--- src/rtl/mem_access_pkg.sv ---
// Shared types for the data-bus memory access unit: access size, bus request/response
// structs and the access FSM state encoding.
package mem_access_pkg;

    typedef enum logic [1:0] {
        MSIZE1 = 2'd0,
        MSIZE2 = 2'd1,
        MSIZE4 = 2'd2
    } msize_t;

    typedef struct packed {
        logic        valid;
        logic [31:0] addr;
        msize_t      size;
        logic [3:0]  strobe;
        logic [31:0] data;
    } dbus_req_t;

    typedef struct packed {
        logic        addr_ok;
        logic        data_ok;
        logic [31:0] data;
    } dbus_resp_t;

    typedef enum logic [1:0] {
        ST_IDLE = 2'd0,
        ST_REQ  = 2'd1,
        ST_WAIT = 2'd2,
        ST_DONE = 2'd3
    } mem_state_t;

endpackage

--- src/rtl/mem_strobe_gen.sv ---
// Byte-lane strobe, store-data replication and alignment check for one access,
// derived from the access size and the low two address bits.
module mem_strobe_gen
    import mem_access_pkg::*;
(
    input  msize_t      size,
    input  logic [1:0]  addr_lo,
    input  logic [31:0] wdata,
    output logic [3:0]  strobe,
    output logic [31:0] data,
    output logic        misalign
);

    always_comb begin
        strobe   = 4'b0000;
        data     = wdata;
        misalign = 1'b0;
        case (size)
            MSIZE1: begin
                strobe = 4'b0001 << addr_lo;
                data   = {4{wdata[7:0]}};
            end
            MSIZE2: begin
                strobe   = 4'b0011 << addr_lo;
                data     = {2{wdata[15:0]}};
                misalign = addr_lo[0];
            end
            MSIZE4: begin
                strobe   = 4'b1111;
                misalign = |addr_lo;
            end
            default: begin
                strobe = 4'b0000;
            end
        endcase
    end

endmodule

--- src/rtl/mem_access.sv ---
// Single-outstanding load/store unit: accepts one memory instruction, drives the data
// bus through an addr_ok/data_ok handshake and reports a one-cycle completion pulse.
module mem_access
    import mem_access_pkg::*;
(
    input  logic        clk,
    input  logic        reset,
    input  logic        in_valid,
    output logic        in_ready,
    input  logic        is_store,
    input  msize_t      size,
    input  logic [31:0] addr,
    input  logic [31:0] wdata,
    output dbus_req_t   dreq,
    input  dbus_resp_t  dresp,
    output logic        out_valid,
    output logic [31:0] out_data,
    output logic [31:0] out_addr,
    output logic        out_misalign
);

    mem_state_t  r_state;
    dbus_req_t   r_dreq;
    logic        r_is_store;
    logic        r_data_got;
    logic        r_out_valid;
    logic [31:0] r_out_data;
    logic [31:0] r_out_addr;
    logic        r_out_misalign;

    logic [3:0]  w_strobe;
    logic [31:0] w_data;
    logic        w_misalign;
    logic        w_accept;

    mem_strobe_gen u_strobe_gen (
        .size     (size),
        .addr_lo  (addr[1:0]),
        .wdata    (wdata),
        .strobe   (w_strobe),
        .data     (w_data),
        .misalign (w_misalign)
    );

    assign in_ready     = (r_state == ST_IDLE);
    assign w_accept     = in_valid && in_ready;
    assign dreq         = r_dreq;
    assign out_valid    = r_out_valid;
    assign out_data     = r_out_data;
    assign out_addr     = r_out_addr;
    assign out_misalign = r_out_misalign;

    always_ff @(posedge clk or posedge reset) begin
        if (reset) begin
            r_state        <= ST_IDLE;
            r_dreq         <= '0;
            r_is_store     <= 1'b0;
            r_data_got     <= 1'b0;
            r_out_valid    <= 1'b0;
            r_out_data     <= 32'd0;
            r_out_addr     <= 32'd0;
            r_out_misalign <= 1'b0;
        end else begin
            r_out_valid <= 1'b0;
            case (r_state)
                ST_IDLE: begin
                    if (w_accept) begin
                        r_is_store     <= is_store;
                        r_data_got     <= 1'b0;
                        r_out_addr     <= addr;
                        r_out_misalign <= w_misalign;
                        if (w_misalign) begin
                            r_state     <= ST_DONE;
                            r_out_valid <= 1'b1;
                        end else begin
                            // Request fields are frozen here and held until data_ok.
                            r_state       <= ST_REQ;
                            r_dreq.valid  <= 1'b1;
                            r_dreq.addr   <= addr;
                            r_dreq.size   <= size;
                            r_dreq.strobe <= is_store ? w_strobe : 4'b0000;
                            r_dreq.data   <= is_store ? w_data : 32'd0;
                        end
                    end
                end
                ST_REQ: begin
                    // data_ok may precede addr_ok; remember it so it is taken only once.
                    if (dresp.data_ok && !r_data_got) begin
                        r_data_got <= 1'b1;
                        if (!r_is_store) begin
                            r_out_data <= dresp.data;
                        end
                    end
                    if (dresp.addr_ok) begin
                        if (dresp.data_ok || r_data_got) begin
                            r_state      <= ST_DONE;
                            r_out_valid  <= 1'b1;
                            r_dreq.valid <= 1'b0;
                        end else begin
                            r_state <= ST_WAIT;
                        end
                    end
                end
                ST_WAIT: begin
                    if (dresp.data_ok) begin
                        if (!r_is_store) begin
                            r_out_data <= dresp.data;
                        end
                        r_data_got   <= 1'b1;
                        r_state      <= ST_DONE;
                        r_out_valid  <= 1'b1;
                        r_dreq.valid <= 1'b0;
                    end
                end
                ST_DONE: begin
                    r_state <= ST_IDLE;
                end
                default: begin
                    r_state <= ST_IDLE;
                end
            endcase
        end
    end

endmodule

--- config.mk ---
export PLATFORM = sky130hd
export DESIGN_NAME = mem_access
export DESIGN_NICKNAME = d
export VERILOG_FILES = /design/src/rtl/mem_access_pkg.sv /design/src/rtl/mem_strobe_gen.sv /design/src/rtl/mem_access.sv
export SDC_FILE = /design/constraint.sdc
export NUM_CORES = 1
export LEC_CHECK = 0
export BUFFER_PORTS_ARGS = -buffer_cell sky130_fd_sc_hd__buf_2
export CORE_MARGIN = 4
export CORE_UTILIZATION = 29
export CTS_CLUSTER_DIAMETER = 80
export DETAILED_ROUTE_END_ITERATION = 10
export GPL_TIMING_DRIVEN = 0
export SLEW_MARGIN = 20
export SYNTH_ARGS = -nofsm -noshare
export SYNTH_HDL_FRONTEND = slang
export SYNTH_SLANG_ARGS = --single-unit
--- constraint.sdc ---
create_clock -name clk -period 5.3 [get_ports clk]
set_clock_uncertainty 0.05 [all_clocks]
set_input_delay 1.06 -clock clk [delete_from_list [all_inputs] [get_ports clk]]
set_output_delay 1.06 -clock clk [all_outputs]
set_load 0.1 [all_outputs]
==> metrics, run 1 <==
# H-tree levels 4; Slowest-stage cell, CP sky130_fd_sc_hd__nand4_1; area of placed instances 0.00761 sq mm; Worst R2R Setup Slack between 2000 and 3000 ps; Via Count between 4k and 5k; Synth top area share roughly three fifths; antenna cell count 0; count of instances resized after the clock tree is built 0; hold path depth 2; Cell Rows 52; Routed Antenna Nets 0; total area of sequential cells around 0.0035 sq mm; relative area change from synthesis to final layout 36.6%; Die Width around 150 um; worst-case headroom to the max-slew limit between 60 and 70%; Yosys cell types 32; pin count of the biggest net entering global routing 94; max-capacitance violation count 0; GRT Overall Usage between 10 and 15%; biggest area consumer among synthesized cells sky130_fd_sc_hd__dfrtp_1; number of buffers added on ports 240; GR Overflow Total 0; Detailed Route WL between 15000 and 20000 um; Setup Buffers After CTS 0; cell area after layout 0.00824 sq mm; data required time at the worst endpoint between 5000 and 6000 ps; die footprint between 0.02 and 0.025 sq mm; number of top-level design ports roughly 240; CTS tree built; result of the run finished, final reports clean; Tmin final around 2900 ps; Filler cells around 2.0k; maximum clock frequency 348 MHz; global placement routability congestion around 0.81; core outline area 0.0204 sq mm; maximum fanout encountered on the critical timing path 10; startpoint of the worst register-to-register path r_state[0]$_DFFE_PP0P_; clock net sink count 141; wire length of the first global-routing pass 26500 um; Setup Viol. Count Final 0; TritonRoute pass-1 iters 4; number of global-route vias before repair 4829; iteration-0 DRC count of the detailed router 179; multi-input logic area 0.00231 sq mm; CP Cell Sequence buf_2 -> inv_1 -> ha_1 -> o211ai_1 -> nand4_1 -> buf_2 -> buf_2 -> nand2_1 -> o21ai_0; Final HPWL DP approximately 12000 um; largest cells by area after synthesis sky130_fd_sc_hd__dfrtp_1, sky130_fd_sc_hd__mux2_2, sky130_fd_sc_hd__mux2_4, sky130_fd_sc_hd__nand2_1, sky130_fd_sc_hd__o21ai_0; library cell appearing most often on the critical path sky130_fd_sc_hd__buf_2; sequential share of the synthesized area between 50% and 60%; Final Hold Slack around 420 ps; Final TNS setup 0 ps; root cell of the clock tree sky130_fd_sc_hd__clkbuf_16; count of yosys warnings during synthesis 0; Post-Syn Nets ~580; transition time of the tightest slew-check pin 565 ps; combined area of all synthesized cells roughly 0.0060 sq mm; path type of the worst min-delay path reg2reg; Worst-path clk slew 60 ps; worst endpoint data arrival time 3100 ps; Final nets roughly 840; launch point of the worst hold path dreq[17]$_DFFE_PP0P_; initial antenna violation count 0; setup repair after global routing missed its margin no; sort of element at the start of the critical path primary input; critical path start-end classification in2reg; final count of pins violating max slew 0; via density per instance approximately 4.5; slack of the critical path 2430 ps; Hold-fix buffers, CTS 0; DRC violation count after routing 0; count of final hold-check violations 0; period utilisation layout around 54%; delay of the slowest critical-path stage roughly 470 ps; minimum setup slack after placement approximately 1900 ps; endpoint with the worst hold slack dreq[17]$_DFFE_PP0P_; final routed wire length divided by cell count 16.3 um; count of mapped cells out of synthesis between 400 and 500; effective utilization at floorplan 29.6%; mean post-synth cell area 12.9 sq um; number of flip-flops and latches in the synthesized netlist approximately 140; maximum buffer depth of the clock tree 2; cell depth of the worst flop-to-flop path 8; kind of end point of the critical path flip-flop; share of layout cells above drive strength 1 a little over half; Worst-Skew Late Latency 410 ps; height of the chip between 150 and 200 um; clock buffer count from CTS 17; Crit Reg-Reg Endpoint dreq[2]$_DFFE_PP0P_
[flip-flops by register name (all words and copies together) (netlist names)]
signal / count
r_state: 2
out_data: 32
out_valid: 1
r_data_got: 1
dreq: 71
out_misalign: 1
out_addr: 32
r_is_store: 1
[layout make-up]
cell class,count,area share [%]
Sequential cell,141,42.8
Multi-Input combinational cell,291,28.0
Timing Repair Buffer,241,14.9
Clock buffer,21,5.71
Tap cell,270,4.10
Buffer,28,2.09
Clock inverter,10,1.97
Inverter,7,0.410
[cells by family (layout without fill, tap and decap cells)]
| group | count (synthesis) | in the layout | synth area share, % |
|---|---|---|---|
| DFF | 141 | 141 | 58.4 |
| muxes | 106 | 106 | 21.6 |
| and+or+nand+nor | 97 | 97 | 6.78 |
| AOI/OAI and AO/OA | 81 | 81 | 8.41 |
| buffers and inverters | 35 | 307 | 3.30 |
| adders and majority gates | 7 | 7 | 1.45 |
[worst max-delay path: cells and delay by family]
| family | cells | cell delay, ps |
|---|---|---|
| buffers and inverters | 4 | 850 |
| and+or+nand+nor | 2 | 550 |
| AOI/OAI and AO/OA | 2 | 360 |
| adders and majority gates | 1 | 270 |
[synthesized netlist by cell type (all sizes together)]
cell type  count
a211oi         1
a21o           9
a21oi          2
a22o          17
buf           14
clkbuf        14
dfrtp        141
ha             7
inv            7
mux2         105
mux2i          1
nand2         75
nand2b         4
nand3          3
nand3b         2
nand4          1
nor2           6
nor2b          1
nor3           2
nor3b          1
o211ai         3
o21ai         46
o22ai          1
o31ai          2
or3            1
or3b           1
[worst max path at each step]
stage                  from                    to  slack (ps)  depth (start not counted)
floorplan             reset   dreq[0]$_DFFE_PP0P_         410                          1
global placement      reset  dreq[13]$_DFFE_PP0P_       -1500                          2
detailed placement  size[1]   dreq[0]$_DFFE_PP0P_        1920                          9
CTS                 size[1]   dreq[0]$_DFFE_PP0P_        2370                          9
global route        size[1]   dreq[5]$_DFFE_PP0P_        2180                          9
finish              size[1]   dreq[2]$_DFFE_PP0P_        2430                          9
[metrics by stage]
| step | cells | util [%] |
|---|---|---|
| final | 1009 | 40.5 |
| after global routing | 1009 | 40.5 |
| after CTS | 1009 | 40.5 |
| after detailed placement | 978 | 37.4 |
| after global placement | 977 | 37.2 |
| after floorplan | 467 | - |
[placed cells by master (no fill, tap or decap), types with 4 or more instances in the layout]
master	instances
sky130_fd_sc_hd__buf_2	249
sky130_fd_sc_hd__dfrtp_1	141
sky130_fd_sc_hd__nand2_1	75
sky130_fd_sc_hd__mux2_2	75
sky130_fd_sc_hd__o21ai_0	46
sky130_fd_sc_hd__mux2_4	30
sky130_fd_sc_hd__a22o_1	17
sky130_fd_sc_hd__clkbuf_16	17
sky130_fd_sc_hd__clkbuf_1	15
sky130_fd_sc_hd__a21o_1	9
sky130_fd_sc_hd__ha_1	7
sky130_fd_sc_hd__inv_1	6
sky130_fd_sc_hd__nor2_1	5
sky130_fd_sc_hd__bufinv_16	4
[per-layer routing]
layer  wire (um)  share of wire [%]  vias up  global-route usage [%]
met3        1220                7.5        9                    5.14
met4         136               0.83        0                    3.72
met2        7830                 48      153                    22.8
li1            -                  -     2151                       -
met5           0                  0        -                       0
met1        7230                 44     2206                    18.0
Power of run 1 is not shown: default switching activity piles up to over one toggle a cycle in this logic, so the estimate is an artifact.
==> run 2, diff against run 1 <==
Clock period 5.3 ns to 2.4 ns, I/O delays scaled along.
==> run 2 against run 1 <==
  * Utilization is 0.23 points higher
  * Flip-flop and latch count unchanged
  * Sequential share of layout area fell by 0.25 points
  * First-iteration DRC count is the same
  * Worst hold slack worse by 180 ps
  * Critical path type is now reg2reg
  * Non-clock buffer count is 9 higher
==> metrics, run 2 (synthesis results as in run 1) <==
delay of the slowest critical-path stage 430 ps (was 470 ps); sort of element at the start of the critical path flip-flop (was primary input); antenna cell count 0 (unchanged); wire length of the first global-routing pass 26800 um (was 26500 um); Cell Rows 52 (unchanged); GR Overflow Total 0 (unchanged); number of cells in the design after placement 982 (was 978); most frequent standard cell in the layout excluding fill and tap cells sky130_fd_sc_hd__buf_2 (unchanged); CTS tree built (unchanged); Filler cells 1995 (was 1973); iteration-0 DRC count of the detailed router 179 (unchanged); flip-flop count of the largest register, all copies and words added 71 (unchanged); maximum clock frequency 469 MHz; final count of pins violating max slew 0 (unchanged); Routed Antenna Nets 0 (unchanged); share of layout cells above drive strength 1 53.7% (was 53.0%); slack of the critical path 269 ps (was 2430 ps); # H-tree levels 4 (unchanged); worst endpoint data arrival time 2350 ps (was 3100 ps); DRC violation count after routing 0 (unchanged); core occupancy in the finished layout 40.7% (was 40.5%); relative area change from synthesis to final layout 37.3% (was 36.6%); effective utilization at floorplan 29.6% (unchanged); Setup Viol. Count Final 0 (unchanged); clock net sink count 141 (unchanged); startpoint of the worst register-to-register path r_state[0]$_DFFE_PP0P_ (unchanged); critical path endpoint dreq[25]$_DFFE_PP0P_ (was dreq[2]$_DFFE_PP0P_); global placement routability congestion 0.814 (was 0.812); critical path start-end classification reg2reg (was in2reg); max-capacitance violation count 0 (unchanged); worst-case headroom to the max-slew limit 58.8% (was 62.3%); height of the chip 152 um (unchanged); Tmin final approximately 2100 ps; Slowest-stage cell, CP sky130_fd_sc_hd__dfrtp_1 (was sky130_fd_sc_hd__nand4_1); final routed wire length divided by cell count 16.5 um (was 16.3 um); Final nets 847 (was 838); Final TNS setup 0 ps (unchanged); Worst-path clk slew 60 ps (about the same); number of top-level design ports 242 (unchanged); number of buffers added on ports 240 (unchanged); data required time at the worst endpoint 2620 ps (was 5530 ps); maximum buffer depth of the clock tree 2 (unchanged); die footprint 0.0232 sq mm (unchanged); CP Cell Sequence inv_1 -> ha_2 -> clkbuf_1 -> nand4_1 -> buf_4 -> buf_4 -> clkbuf_1 -> nand2_1 -> o21ai_0 (was buf_2 -> inv_1 -> ha_1 -> o211ai_1 -> nand4_1 -> buf_2 -> buf_2 -> nand2_1 -> o21ai_0); clock buffer count from CTS 17 (unchanged); transition time of the tightest slew-check pin 618 ps (was 565 ps); setup repair after global routing missed its margin no (unchanged); critical path startpoint r_state[0]$_DFFE_PP0P_ (was size[1]); TritonRoute pass-1 iters 4 (unchanged); commonest cells after routing, fill and taps aside sky130_fd_sc_hd__buf_2, sky130_fd_sc_hd__dfrtp_1, sky130_fd_sc_hd__nand2_1, sky130_fd_sc_hd__mux2_2, sky130_fd_sc_hd__o21ai_0 (unchanged); pin count of the biggest net entering global routing 32 (was 94); GRT Overall Usage 14.4% (was 14.1%); kind of end point of the critical path flip-flop (unchanged); minimum setup slack after placement -477 ps (was 1920 ps); count of final hold-check violations 0 (unchanged); Worst R2R Setup Slack 270 ps (was 2870 ps); Worst-Skew Late Latency 410 ps (about the same); via density per instance 4.54 (was 4.48); initial antenna violation count 0 (unchanged); Detailed Route WL 16800 um (was 16400 um); root cell of the clock tree sky130_fd_sc_hd__clkbuf_16 (unchanged); Final HPWL DP 12700 um (was 12300 um); cell depth of the worst flop-to-flop path 9 (was 8); path type of the worst min-delay path in2reg (was reg2reg); Crit Reg-Reg Endpoint dreq[25]$_DFFE_PP0P_ (was dreq[2]$_DFFE_PP0P_); result of the run finished, final reports clean (unchanged); period utilisation layout ~90%; Via Count 4619 (was 4519); maximum fanout encountered on the critical timing path 10 (unchanged); core outline area 0.0204 sq mm (unchanged); Post-Layout Cell Count 1018 (was 1009); number of global-route vias before repair 4896 (was 4829); Die Width 152 um (unchanged)
[run 2: cell count changes in the layout (fill, tap and decap cells not counted), sizes merged]
| cell | previous run | this run |
|---|---|---|
| clkinvlp | 2 | 1 |
| clkinv | 4 | 8 |
| dlygate4sd3 | 0 | 1 |
| bufinv | 4 | 1 |
| buf | 255 | 263 |
[run 2: cell type report]
class | count | area [sq um] | area share [%]
sequential | 141 | 3530 | 42.6
multi-input combinational | 291 | 2310 | 27.9
timing repair buffer | 250 | 1350 | 16.3
clock buffer | 21 | 470 | 5.67
tap | 270 | 338 | 4.07
buffer | 28 | 174 | 2.10
clock inverter | 10 | 90.1 | 1.09
inverter | 7 | 30.0 | 0.362
[run 2: what timing repair did]
action                                  CTS  global route
pin swaps                                 1             0
endpoints found under the hold margin    10             0
resized for setup                         0             2
buffers inserted                          4             0
hold buffers                              1             0
endpoints found under the setup margin   52            10
[run 2: layer usage]
| metal | global-route usage (%) | up-vias | wire length (um) |
|---|---|---|---|
| met5 | 0 | - | 0 |
| met4 | 3.68 | 0 | 207 |
| met3 | 5.85 | 15 | 1280 |
| met2 | 23.0 | 171 | 7930 |
| met1 | 18.3 | 2270 | 7350 |
| li1 | - | 2163 | - |
[run 2: critical path, delay by kind of cell, from the launching register on]
kind | cells | cell delay (ps)
flip-flops | 1 | 430
buffers and inverters | 5 | 940
AO/OA/AOI/OAI | 1 | 90
AND/OR/NAND/NOR | 2 | 290
adder cells (fa/ha/maj) | 1 | 180
[run 2: worst min path at each step]
stage / startpoint / to / cells after the start
finish: dresp[13] / out_data[13]$_DFFE_PP0P_ / 2
global route: dresp[30] / out_data[30]$_DFFE_PP0P_ / 2
CTS: dresp[21] / out_data[21]$_DFFE_PP0P_ / 2
detailed placement: dreq[1]$_DFFE_PP0P_ / dreq[1]$_DFFE_PP0P_ / 2
global placement: out_misalign$_DFFE_PP0P_ / out_misalign$_DFFE_PP0P_ / 2
floorplan: r_is_store$_DFFE_PP0P_ / r_is_store$_DFFE_PP0P_ / 1
[run 2: through the flow]
step,hold WS [ps],cell area [sq um]
3_3_place_gp,409,7580
6_report,241,8290
5_1_grt,225,8290
4_1_cts,214,8290
2_1_floorplan,423,6040
3_5_place_dp,419,7690
Power of run 2 is left out for the same reason.
